<file path="config.mk">
export PLATFORM = sky130hd
export DESIGN_NAME = ham_dec_arbiter_flat
export DESIGN_NICKNAME = d
export VERILOG_FILES = /design/src/rtl/ham_dec_arbiter_if.sv /design/src/rtl/ham_dec_arbiter.sv /design/src/flat_wrapper.sv
export SDC_FILE = /design/constraint.sdc
export NUM_CORES = 1
export LEC_CHECK = 0
export ABC_AREA = 1
export BUFFER_PORTS_ARGS = -buffer_cell sky130_fd_sc_hd__buf_2
export CAP_MARGIN = 20
export CORE_ASPECT_RATIO = 0.5
export CORE_MARGIN = 4
export CORE_UTILIZATION = 30
export DETAILED_ROUTE_END_ITERATION = 8
export GPL_TIMING_DRIVEN = 1
export PLACE_DENSITY = 0.52
export SLEW_MARGIN = 5
export SYNTH_ARGS = -nofsm -noshare
export SYNTH_HDL_FRONTEND = slang
export SYNTH_SLANG_ARGS = --single-unit
</file>
<file path="constraint.sdc">
create_clock -name clk -period 1.4 [get_ports clk]
set_input_delay 0.14 -clock clk [delete_from_list [all_inputs] [get_ports clk]]
set_output_delay 0.14 -clock clk [all_outputs]
set_load 0.005 [all_outputs]
</file>
<file path="src/rtl/ham_dec_arbiter_if.sv">
// Requester, shared-decoder and result signals of ham_dec_arbiter.
// The arbiter is the slave side of this bus; the environment (requesters, decoder, consumer) is the master.
interface ham_dec_arbiter_if;
    logic       vld0;
    logic [6:0] cw0;
    logic       rdy0;
    logic       vld1;
    logic [6:0] cw1;
    logic       rdy1;
    logic [6:0] dec_codeword;
    logic [3:0] dec_data;
    logic [2:0] dec_pos;
    logic       dec_err;
    logic       out_valid;
    logic       out_ready;
    logic       out_id;
    logic [3:0] out_data;
    logic [2:0] out_pos;
    logic       out_err;

    modport slave (
        input  vld0, cw0, vld1, cw1, dec_data, dec_pos, dec_err, out_ready,
        output rdy0, rdy1, dec_codeword, out_valid, out_id, out_data, out_pos, out_err
    );

    modport master (
        output vld0, cw0, vld1, cw1, dec_data, dec_pos, dec_err, out_ready,
        input  rdy0, rdy1, dec_codeword, out_valid, out_id, out_data, out_pos, out_err
    );
endinterface

</file>
<file path="src/rtl/ham_dec_arbiter.sv">
// Round-robin arbiter feeding one external Hamming(7,4) decoder from two requesters,
// returning tagged results over valid/ready and keeping saturating per-requester error counts.
//
// state | meaning
// IDLE  | arbitrate, accept one codeword
// DEC   | codeword registered on dec_codeword, capture decoder result
// OUT   | result presented, wait for out_ready
module ham_dec_arbiter #(
    parameter int CNT_W = 8
) (
    input  logic             clk,
    input  logic             rst,
    ham_dec_arbiter_if.slave bus,
    input  logic             clr_cnt,
    output logic [CNT_W-1:0] err_cnt0,
    output logic [CNT_W-1:0] err_cnt1
);
    typedef enum logic [1:0] {
        IDLE = 2'd0,
        DEC  = 2'd1,
        OUT  = 2'd2
    } state_t;

    localparam logic [CNT_W-1:0] CNT_MAX = '1;

    state_t     state;
    state_t     state_nxt;
    logic       last;
    logic       id_reg;
    logic       grant;
    logic       rdy0;
    logic       rdy1;
    logic       hs;
    logic [6:0] codeword;
    logic       out_valid;
    logic       out_id;
    logic [3:0] out_data;
    logic [2:0] out_pos;
    logic       out_err;
    logic       inc0;
    logic       inc1;

    // Requester 1 wins only when alone or when requester 0 was served last.
    always_comb begin
        grant = 1'b0;
        if (bus.vld1 && (!bus.vld0 || !last))
            grant = 1'b1;
    end

    always_ff @(posedge clk or posedge rst) begin
        if (rst)
            state <= IDLE;
        else
            state <= state_nxt;
    end

    always_comb begin
        state_nxt = state;
        case (state)
            IDLE:    if (hs) state_nxt = DEC;
            DEC:     state_nxt = OUT;
            OUT:     if (bus.out_ready) state_nxt = IDLE;
            default: state_nxt = IDLE;
        endcase
    end

    always_comb begin
        rdy0 = 1'b0;
        rdy1 = 1'b0;
        if (state == IDLE) begin
            rdy0 = bus.vld0 && !grant;
            rdy1 = bus.vld1 && grant;
        end
        hs = rdy0 || rdy1;
    end

    always_ff @(posedge clk or posedge rst) begin
        if (rst) begin
            codeword  <= 7'd0;
            id_reg    <= 1'b0;
            last      <= 1'b1;
            out_valid <= 1'b0;
            out_id    <= 1'b0;
            out_data  <= 4'd0;
            out_pos   <= 3'd0;
            out_err   <= 1'b0;
        end else begin
            if (hs) begin
                codeword <= grant ? bus.cw1 : bus.cw0;
                id_reg   <= grant;
                last     <= grant;
            end
            if (state == DEC) begin
                out_data  <= bus.dec_data;
                out_pos   <= bus.dec_pos;
                out_err   <= bus.dec_err;
                out_id    <= id_reg;
                out_valid <= 1'b1;
            end else if (state == OUT && bus.out_ready) begin
                out_valid <= 1'b0;
            end
        end
    end

    assign inc0 = (state == DEC) && bus.dec_err && !id_reg;
    assign inc1 = (state == DEC) && bus.dec_err && id_reg;

    // Clear has priority over a same-cycle increment.
    always_ff @(posedge clk or posedge rst) begin
        if (rst) begin
            err_cnt0 <= '0;
            err_cnt1 <= '0;
        end else if (clr_cnt) begin
            err_cnt0 <= '0;
            err_cnt1 <= '0;
        end else begin
            if (inc0 && err_cnt0 != CNT_MAX)
                err_cnt0 <= err_cnt0 + 1'b1;
            if (inc1 && err_cnt1 != CNT_MAX)
                err_cnt1 <= err_cnt1 + 1'b1;
        end
    end

    assign bus.rdy0         = rdy0;
    assign bus.rdy1         = rdy1;
    assign bus.dec_codeword = codeword;
    assign bus.out_valid    = out_valid;
    assign bus.out_id       = out_id;
    assign bus.out_data     = out_data;
    assign bus.out_pos      = out_pos;
    assign bus.out_err      = out_err;
endmodule

</file>
<file path="src/flat_wrapper.sv">
// flat-port wrapper written by rule: the top's interface ports become plain ports
module ham_dec_arbiter_flat 
#(
    parameter int CNT_W = 8
)
  (clk, rst, clr_cnt, err_cnt0, err_cnt1, bus_vld0, bus_cw0, bus_vld1, bus_cw1, bus_dec_data, bus_dec_pos, bus_dec_err, bus_out_ready, bus_rdy0, bus_rdy1, bus_dec_codeword, bus_out_valid, bus_out_id, bus_out_data, bus_out_pos, bus_out_err);
  ham_dec_arbiter_if bus_i ();
  input  logic clk;
  input  logic rst;
  input  logic clr_cnt;
  output logic [CNT_W-1:0] err_cnt0;
  output logic [CNT_W-1:0] err_cnt1;
  input wire logic [$bits(bus_i.vld0)-1:0] bus_vld0;
  input wire logic [$bits(bus_i.cw0)-1:0] bus_cw0;
  input wire logic [$bits(bus_i.vld1)-1:0] bus_vld1;
  input wire logic [$bits(bus_i.cw1)-1:0] bus_cw1;
  input wire logic [$bits(bus_i.dec_data)-1:0] bus_dec_data;
  input wire logic [$bits(bus_i.dec_pos)-1:0] bus_dec_pos;
  input wire logic [$bits(bus_i.dec_err)-1:0] bus_dec_err;
  input wire logic [$bits(bus_i.out_ready)-1:0] bus_out_ready;
  output wire logic [$bits(bus_i.rdy0)-1:0] bus_rdy0;
  output wire logic [$bits(bus_i.rdy1)-1:0] bus_rdy1;
  output wire logic [$bits(bus_i.dec_codeword)-1:0] bus_dec_codeword;
  output wire logic [$bits(bus_i.out_valid)-1:0] bus_out_valid;
  output wire logic [$bits(bus_i.out_id)-1:0] bus_out_id;
  output wire logic [$bits(bus_i.out_data)-1:0] bus_out_data;
  output wire logic [$bits(bus_i.out_pos)-1:0] bus_out_pos;
  output wire logic [$bits(bus_i.out_err)-1:0] bus_out_err;
  assign bus_i.vld0 = bus_vld0;
  assign bus_i.cw0 = bus_cw0;
  assign bus_i.vld1 = bus_vld1;
  assign bus_i.cw1 = bus_cw1;
  assign bus_i.dec_data = bus_dec_data;
  assign bus_i.dec_pos = bus_dec_pos;
  assign bus_i.dec_err = bus_dec_err;
  assign bus_i.out_ready = bus_out_ready;
  assign bus_rdy0 = bus_i.rdy0;
  assign bus_rdy1 = bus_i.rdy1;
  assign bus_dec_codeword = bus_i.dec_codeword;
  assign bus_out_valid = bus_i.out_valid;
  assign bus_out_id = bus_i.out_id;
  assign bus_out_data = bus_i.out_data;
  assign bus_out_pos = bus_i.out_pos;
  assign bus_out_err = bus_i.out_err;
  ham_dec_arbiter #(.CNT_W(CNT_W)) u_core (.clk(clk), .rst(rst), .bus(bus_i), .clr_cnt(clr_cnt), .err_cnt0(err_cnt0), .err_cnt1(err_cnt1));
endmodule
</file>
Word level (Yosys, flattened, before mapping)
Index checks and enable logic that the tools add are counted.
Widths: inputs -> output; s select.
{"block": "op_classes", "add_sub_neg": 2, "reduce_logical": 20, "eq_ne": 6, "muxes": 13}
{"cell": "$mux 8", "count": 4}
{"cell": "$add 8x1->8 const B", "count": 2}
{"cell": "$ne 8x8->1 const B", "count": 2}
{"cell": "$logic_and 1x1->1", "count": 9}
{"cell": "$mux 7", "count": 1}
{"cell": "$pmux 2 s3", "count": 1}
{"cell": "$reduce_bool 2->1", "count": 3}
{"cell": "$mux 1", "count": 5}
{"cell": "$logic_not 1->1", "count": 4}
{"cell": "$mux 2", "count": 2}
{"cell": "$eq 2x1->1 const B", "count": 1}
{"cell": "$eq 2x2->1 const B", "count": 1}
{"cell": "$logic_not 2->1", "count": 1}
{"cell": "$logic_or 1x1->1", "count": 2}
{"cell": "$ne 2x1->1 const B", "count": 1}
{"cell": "$ne 2x2->1 const B", "count": 1}
{"cell": "$reduce_and 2->1", "count": 1}
{"block": "word_totals", "in_bits": 28, "register_bits": 37, "output_inout_bits": 35, "wordCells": 52}

Depth between registers and ports, before layout
{"block": "logic_depth", "depth_word": 10, "ltp_mapped": 9, "mapped_depth_nobuf": 9}

Worst setup path before layout
OpenSTA, ideal clock, no wires.
{"block": "synth_timing", "path_kind": "register to register", "start": "register u_core.last", "end": "register u_core.codeword[0] (netlist: u_core.bus.dec_codeword[0])", "path_buffers": 1, "t_required_ns": 1.281, "stages_incl_launch_ff": 8, "setup_slack_ns": 0.144, "period_less_slack_ns": 1.256, "setup_ns": 0.119, "t_arrival_ns": 1.137, "path_cell_list": "dfstp_2 > nand2_2 > nand2_4 > inv_4 > nand2_4 > nand2_4 > buf_6 > o21a_1"}
{"block": "synth_via", "elab_chain_len": 8, "elab_cells_between_ends": 11, "classes_between": "mux: 4; reduce/logical: 7"}
{"element": "start: declaration", "line": "ham_dec_arbiter.sv:28", "source": "logic last;"}
{"element": "start signal: assignment", "line": "ham_dec_arbiter.sv:91", "source": "last <= grant;"}
{"element": "$logic_not 1->1 *", "line": "ham_dec_arbiter.sv:46", "source": "if (bus.vld1 && (!bus.vld0 || !last))"}
{"element": "$logic_or 1x1->1 *", "line": "ham_dec_arbiter.sv:46"}
{"element": "$logic_and 1x1->1 *", "line": "ham_dec_arbiter.sv:46"}
{"element": "$mux 1 *", "line": "ham_dec_arbiter.sv:46"}
{"element": "$logic_not 1->1", "line": "ham_dec_arbiter.sv:71", "source": "rdy0 = bus.vld0 && !grant;"}
{"element": "$logic_and 1x1->1", "line": "ham_dec_arbiter.sv:71"}
{"element": "$mux 1", "line": "ham_dec_arbiter.sv:70", "source": "if (state == IDLE) begin"}
{"element": "$logic_or 1x1->1", "line": "ham_dec_arbiter.sv:74", "source": "hs = rdy0 || rdy1;"}
{"element": "end signal: assignment", "line": "ham_dec_arbiter.sv:89", "source": "codeword <= grant ? bus.cw1 : bus.cw0;"}
{"element": "end: declaration", "line": "ham_dec_arbiter.sv:34", "source": "logic [6:0] codeword;"}
Mark *: on every way between the ends. The rest lies on a longest branch, timed or not.
A chain may end at the register's enable or synchronous reset.

Final worst setup path
{"block": "layout_timing", "start": "register u_core.last", "end": "output port bus_rdy0"}
{"block": "layout_via", "elab_chain_len": 7}
{"element": "$logic_not 1->1", "line": "ham_dec_arbiter.sv:46"}
{"element": "$logic_or 1x1->1", "line": "ham_dec_arbiter.sv:46"}
{"element": "$logic_and 1x1->1", "line": "ham_dec_arbiter.sv:46"}
{"element": "$mux 1", "line": "ham_dec_arbiter.sv:46"}
{"element": "$logic_not 1->1", "line": "ham_dec_arbiter.sv:71"}
{"element": "$logic_and 1x1->1", "line": "ham_dec_arbiter.sv:71"}
{"element": "$mux 1", "line": "ham_dec_arbiter.sv:70"}
{"element": "end: declaration", "line": "flat_wrapper.sv:21", "source": "output wire logic [$bits(bus_i.rdy0)-1:0] bus_rdy0;"}
No other way between the ends.

==> metrics.log <==
INFO  metric fp.dieArea = 0.00775 mm²
INFO  metric layout_worst_path_cycle_share = 98.1%
INFO  metric vias_in_the_first_global_route = 1,781
INFO  metric hold_end = u_core.bus.out_pos[2]$_DFFE_PP0N_
INFO  metric placedCellCount = 400
INFO  metric worstPathBufferInverterCount = 2
INFO  metric vias_per_cell = 4.42
INFO  metric area_growth_syn_to_layout = 44.5%
INFO  metric initialDrtViolationCount = 92
INFO  metric worst_path_largest_cell_delay = 530 ps
INFO  metric cell_area_reported_after_detailed_placement = 0.00237 mm²
INFO  metric routed-via-count = between 1,500 and 2,000
INFO  metric cp_data_required_time = 1260 ps
INFO  metric die_height = around 64 µm
INFO  metric path_class = register to output pin
INFO  metric fmax = between 700 and 800 MHz
INFO  metric place_worst_setup_slack = 24.1 ps
INFO  metric routed_wl = about 5100 µm
INFO  metric dr.pass1.iters = 4
INFO  metric initial_antenna_violation_count = 0
INFO  metric synth.avg_cell_area = between 7 and 8 µm²
INFO  metric min-delay-path-class = primary input to register
INFO  metric worst_pin_slew = 378 ps
INFO  metric filler_cell_count = 631
INFO  metric max_slew_margin = 74.8%
INFO  metric floorplan.core_area = around 0.0061 mm²
INFO  metric static-leakage-power = between 0.001 and 0.0015 µW
INFO  metric drt-wirelength-per-cell = approximately 12 µm
INFO  metric design.portCount = 63
INFO  metric grt_max_degree = 38
INFO  metric setup_tns = 0 ps
INFO  metric finClkSkew = 3.86 ps
INFO  metric ant_nets = 0
INFO  metric timing.critical_path.cells = nand2_2 -> nand2_4 -> inv_8 -> nor2_2 -> buf_2
INFO  metric layoutNonFillerInstCount = 423
INFO  metric antenna_cells = 0
INFO  metric worst_setup_path_end_kind = output pin
INFO  metric worst-r2r-setup-slack = ~60 ps
INFO  metric ir_drop_worst_vdd = 613 µV
INFO  metric grtUsageTotal = 13.7%
INFO  metric rsz0062_at_grt = yes
INFO  metric worst_path_max_delay_cell = sky130_fd_sc_hd__dfstp_2
INFO  metric grt-ovfl-total = 0
INFO  metric drive_above_1_share = approximately 38%
INFO  metric cts.sink_count = 37
INFO  metric critPathMaxFanout = 5
INFO  metric setup_violations = 0
INFO  metric cts.root.buffer_cell = sky130_fd_sc_hd__clkbuf_16
INFO  metric largest_buffer_count_on_any_clock_path = 2
INFO  metric final_cell_mix = sky130_fd_sc_hd__nand2_1, sky130_fd_sc_hd__buf_2, sky130_fd_sc_hd__dfrtp_1
INFO  metric critical-path-top-delay-family = flip-flops
INFO  metric worst_hold_path.num_cells = 3
INFO  metric grt_first_pass_wirelength = 8510 µm
INFO  metric number_of_hold_violations_in_the_final_report = 0
INFO  metric yosys.cell_types.count = 26
INFO  metric placement_rows = 20
INFO  metric status = completed
INFO  metric synth-seq-area-share = 48.8%
INFO  metric pwr_density_cell = between 1500 and 2000 mW/mm²
INFO  metric cts_htree_levels = 2
INFO  metric worst_hold_path_startpoint = bus_dec_pos[2]
INFO  metric synth_warnings = 0
INFO  metric number_of_buffers_created_by_cts = 5
INFO  metric fin_area = 0.00275 mm²
INFO  metric post-route-util = 45.0%
INFO  metric nNetsFinal = 364
INFO  metric drc_errors = 0
INFO  metric place_congestion = 0.810
INFO  metric chipWidth = 121 µm
INFO  metric setup_ws = 26.1 ps
INFO  metric final_common_cell = sky130_fd_sc_hd__nand2_1
INFO  metric max_cap_viol_count = 0
INFO  metric critPathArrivalTime = 1230 ps
INFO  metric reg2reg_to = u_core.bus.dec_codeword[5]$_DFFE_PP0P_
INFO  metric initial_core_util = 31.1%
INFO  metric postSynthNetCount = 276
INFO  metric regToRegStartpoint = u_core.state[0]$_DFFE_PP0P_
INFO  metric synthesis.instances = 246
INFO  metric clkSlewWorstSetupHoldPaths = 60 ps
INFO  metric tritoncts = yes
INFO  metric slew_viol_final = 0
INFO  metric dp.final_hpwl = 3520 µm
INFO  metric min_period = 1370 ps
INFO  metric insertion_delay = 280 ps
INFO  metric cp-start-kind = register
INFO  metric port_buffers = 62
INFO  metric worst-r2r-cell-count = 7
INFO  metric synth_area = between 0.0015 and 0.002 mm²
INFO  metric synth-seq-cells = 37
## layer usage
layer  global-route usage (%)  up-vias  part of all wire, %
met5                        0        -                    0
met2                     23.4       25                   49
met4                     3.81        0                 0.83
li1                         -      956                    -
met3                     3.98        5                  4.0
met1                     16.9      882                   46
## metrics by stage
stage	hold WS, ps	power, µW
floorplan	250	2350
global placement	209	2820
detailed placement	215	2850
CTS	47.9	4250
global route	57.3	4680
finish	56.2	4360
## timing repair
item                       CTS  global route
pin swaps                    1            11
hold endpoints to repair    36             0
resized for setup            4            21
buffers inserted             0            14
setup endpoints to repair    1            18
hold buffers                 1             0
## worst reg2reg max path: cells and delay by family (launching register included)
family,cells,cell delay [ps]
AOI/OAI and AO/OA,1,110
buffers and inverters,2,250
DFF,1,440
and+or+nand+nor,4,420
## kinds of logic (layout without fill, tap and decap cells)
family / after synthesis / in the layout / share of synthesized area [%]
compound gates: 19 / 19 / 6.25
xor+xnor: 1 / 1 / 0.461
simple gates: 159 / 159 / 37.0
fa+ha+maj: 2 / 2 / 1.32
buf+inv: 28 / 117 / 6.18
flops: 37 / 37 / 48.8
## worst max path at each step
stage | startpoint | end | slack [ps] | depth (start not counted)
floorplan | u_core.last$_DFFE_PP1P_ | u_core.bus.dec_codeword[0]$_DFFE_PP0P_ | 140 | 7
global route | u_core.state[0]$_DFFE_PP0P_ | u_core.bus.dec_codeword[3]$_DFFE_PP0P_ | -40 | 7
CTS | u_core.err_cnt0[0]$_DFFE_PP0P_ | u_core.err_cnt0[5]$_DFFE_PP0P_ | 1 | 9
detailed placement | u_core.err_cnt0[0]$_DFFE_PP0P_ | u_core.err_cnt0[5]$_DFFE_PP0P_ | 20 | 9
global placement | u_core.err_cnt0[0]$_DFFE_PP0P_ | u_core.err_cnt0[5]$_DFFE_PP0P_ | 30 | 9
finish | u_core.last$_DFFE_PP1P_ | bus_rdy0 | 30 | 5
## cells in the mapped netlist
| cell type | instances | area [µm²] |
|---|---|---|
| sky130_fd_sc_hd__a21oi_1 | 1 | 5.00 |
| sky130_fd_sc_hd__o21bai_1 | 1 | 7.51 |
| sky130_fd_sc_hd__nand3_2 | 2 | 20.0 |
| sky130_fd_sc_hd__nand2_2 | 4 | 25.0 |
| sky130_fd_sc_hd__or2_2 | 1 | 6.26 |
| sky130_fd_sc_hd__nand4_1 | 7 | 43.8 |
| sky130_fd_sc_hd__o21ai_0 | 5 | 25.0 |
| sky130_fd_sc_hd__nor2_1 | 20 | 75.1 |
| sky130_fd_sc_hd__ha_1 | 2 | 25.0 |
| sky130_fd_sc_hd__dfrtp_1 | 36 | 901 |
| sky130_fd_sc_hd__nand2_1 | 99 | 372 |
| sky130_fd_sc_hd__nor3b_1 | 1 | 7.51 |
| sky130_fd_sc_hd__buf_2 | 2 | 10.0 |
| sky130_fd_sc_hd__inv_2 | 3 | 11.3 |
| sky130_fd_sc_hd__xor2_1 | 1 | 8.76 |
| sky130_fd_sc_hd__a21oi_2 | 1 | 8.76 |
| sky130_fd_sc_hd__nand2_4 | 4 | 45.0 |
| sky130_fd_sc_hd__nor3_1 | 1 | 5.00 |
| sky130_fd_sc_hd__inv_1 | 21 | 78.8 |
| sky130_fd_sc_hd__o21ai_1 | 4 | 20.0 |
| sky130_fd_sc_hd__dfstp_2 | 1 | 26.3 |
| sky130_fd_sc_hd__inv_4 | 1 | 6.26 |
| sky130_fd_sc_hd__o21a_1 | 7 | 52.6 |
| sky130_fd_sc_hd__nand3_1 | 16 | 80.1 |
| sky130_fd_sc_hd__buf_6 | 1 | 11.3 |
| sky130_fd_sc_hd__nor2_2 | 4 | 25.0 |
## cell type report
| class | count | area [µm²] | share of cell area (%) |
|---|---|---|---|
| clock inverters | 2 | 37.5 | 1.37 |
| clock buffers | 6 | 139 | 5.05 |
| multi-input cells | 181 | 915 | 33.3 |
| repair buffers | 84 | 509 | 18.5 |
| inverters | 25 | 109 | 3.96 |
| well taps | 88 | 110 | 4.01 |
| flip-flops and latches | 37 | 930 | 33.8 |
## report_power, final
| group | switching [µW] | internal, µW |
|---|---|---|
| clock | 458 | 889 |
| combinational | 751 | 675 |
| sequential | 183 | 1400 |
| total | 1390 | 2960 |
Power figures use the tool's default switching activity.
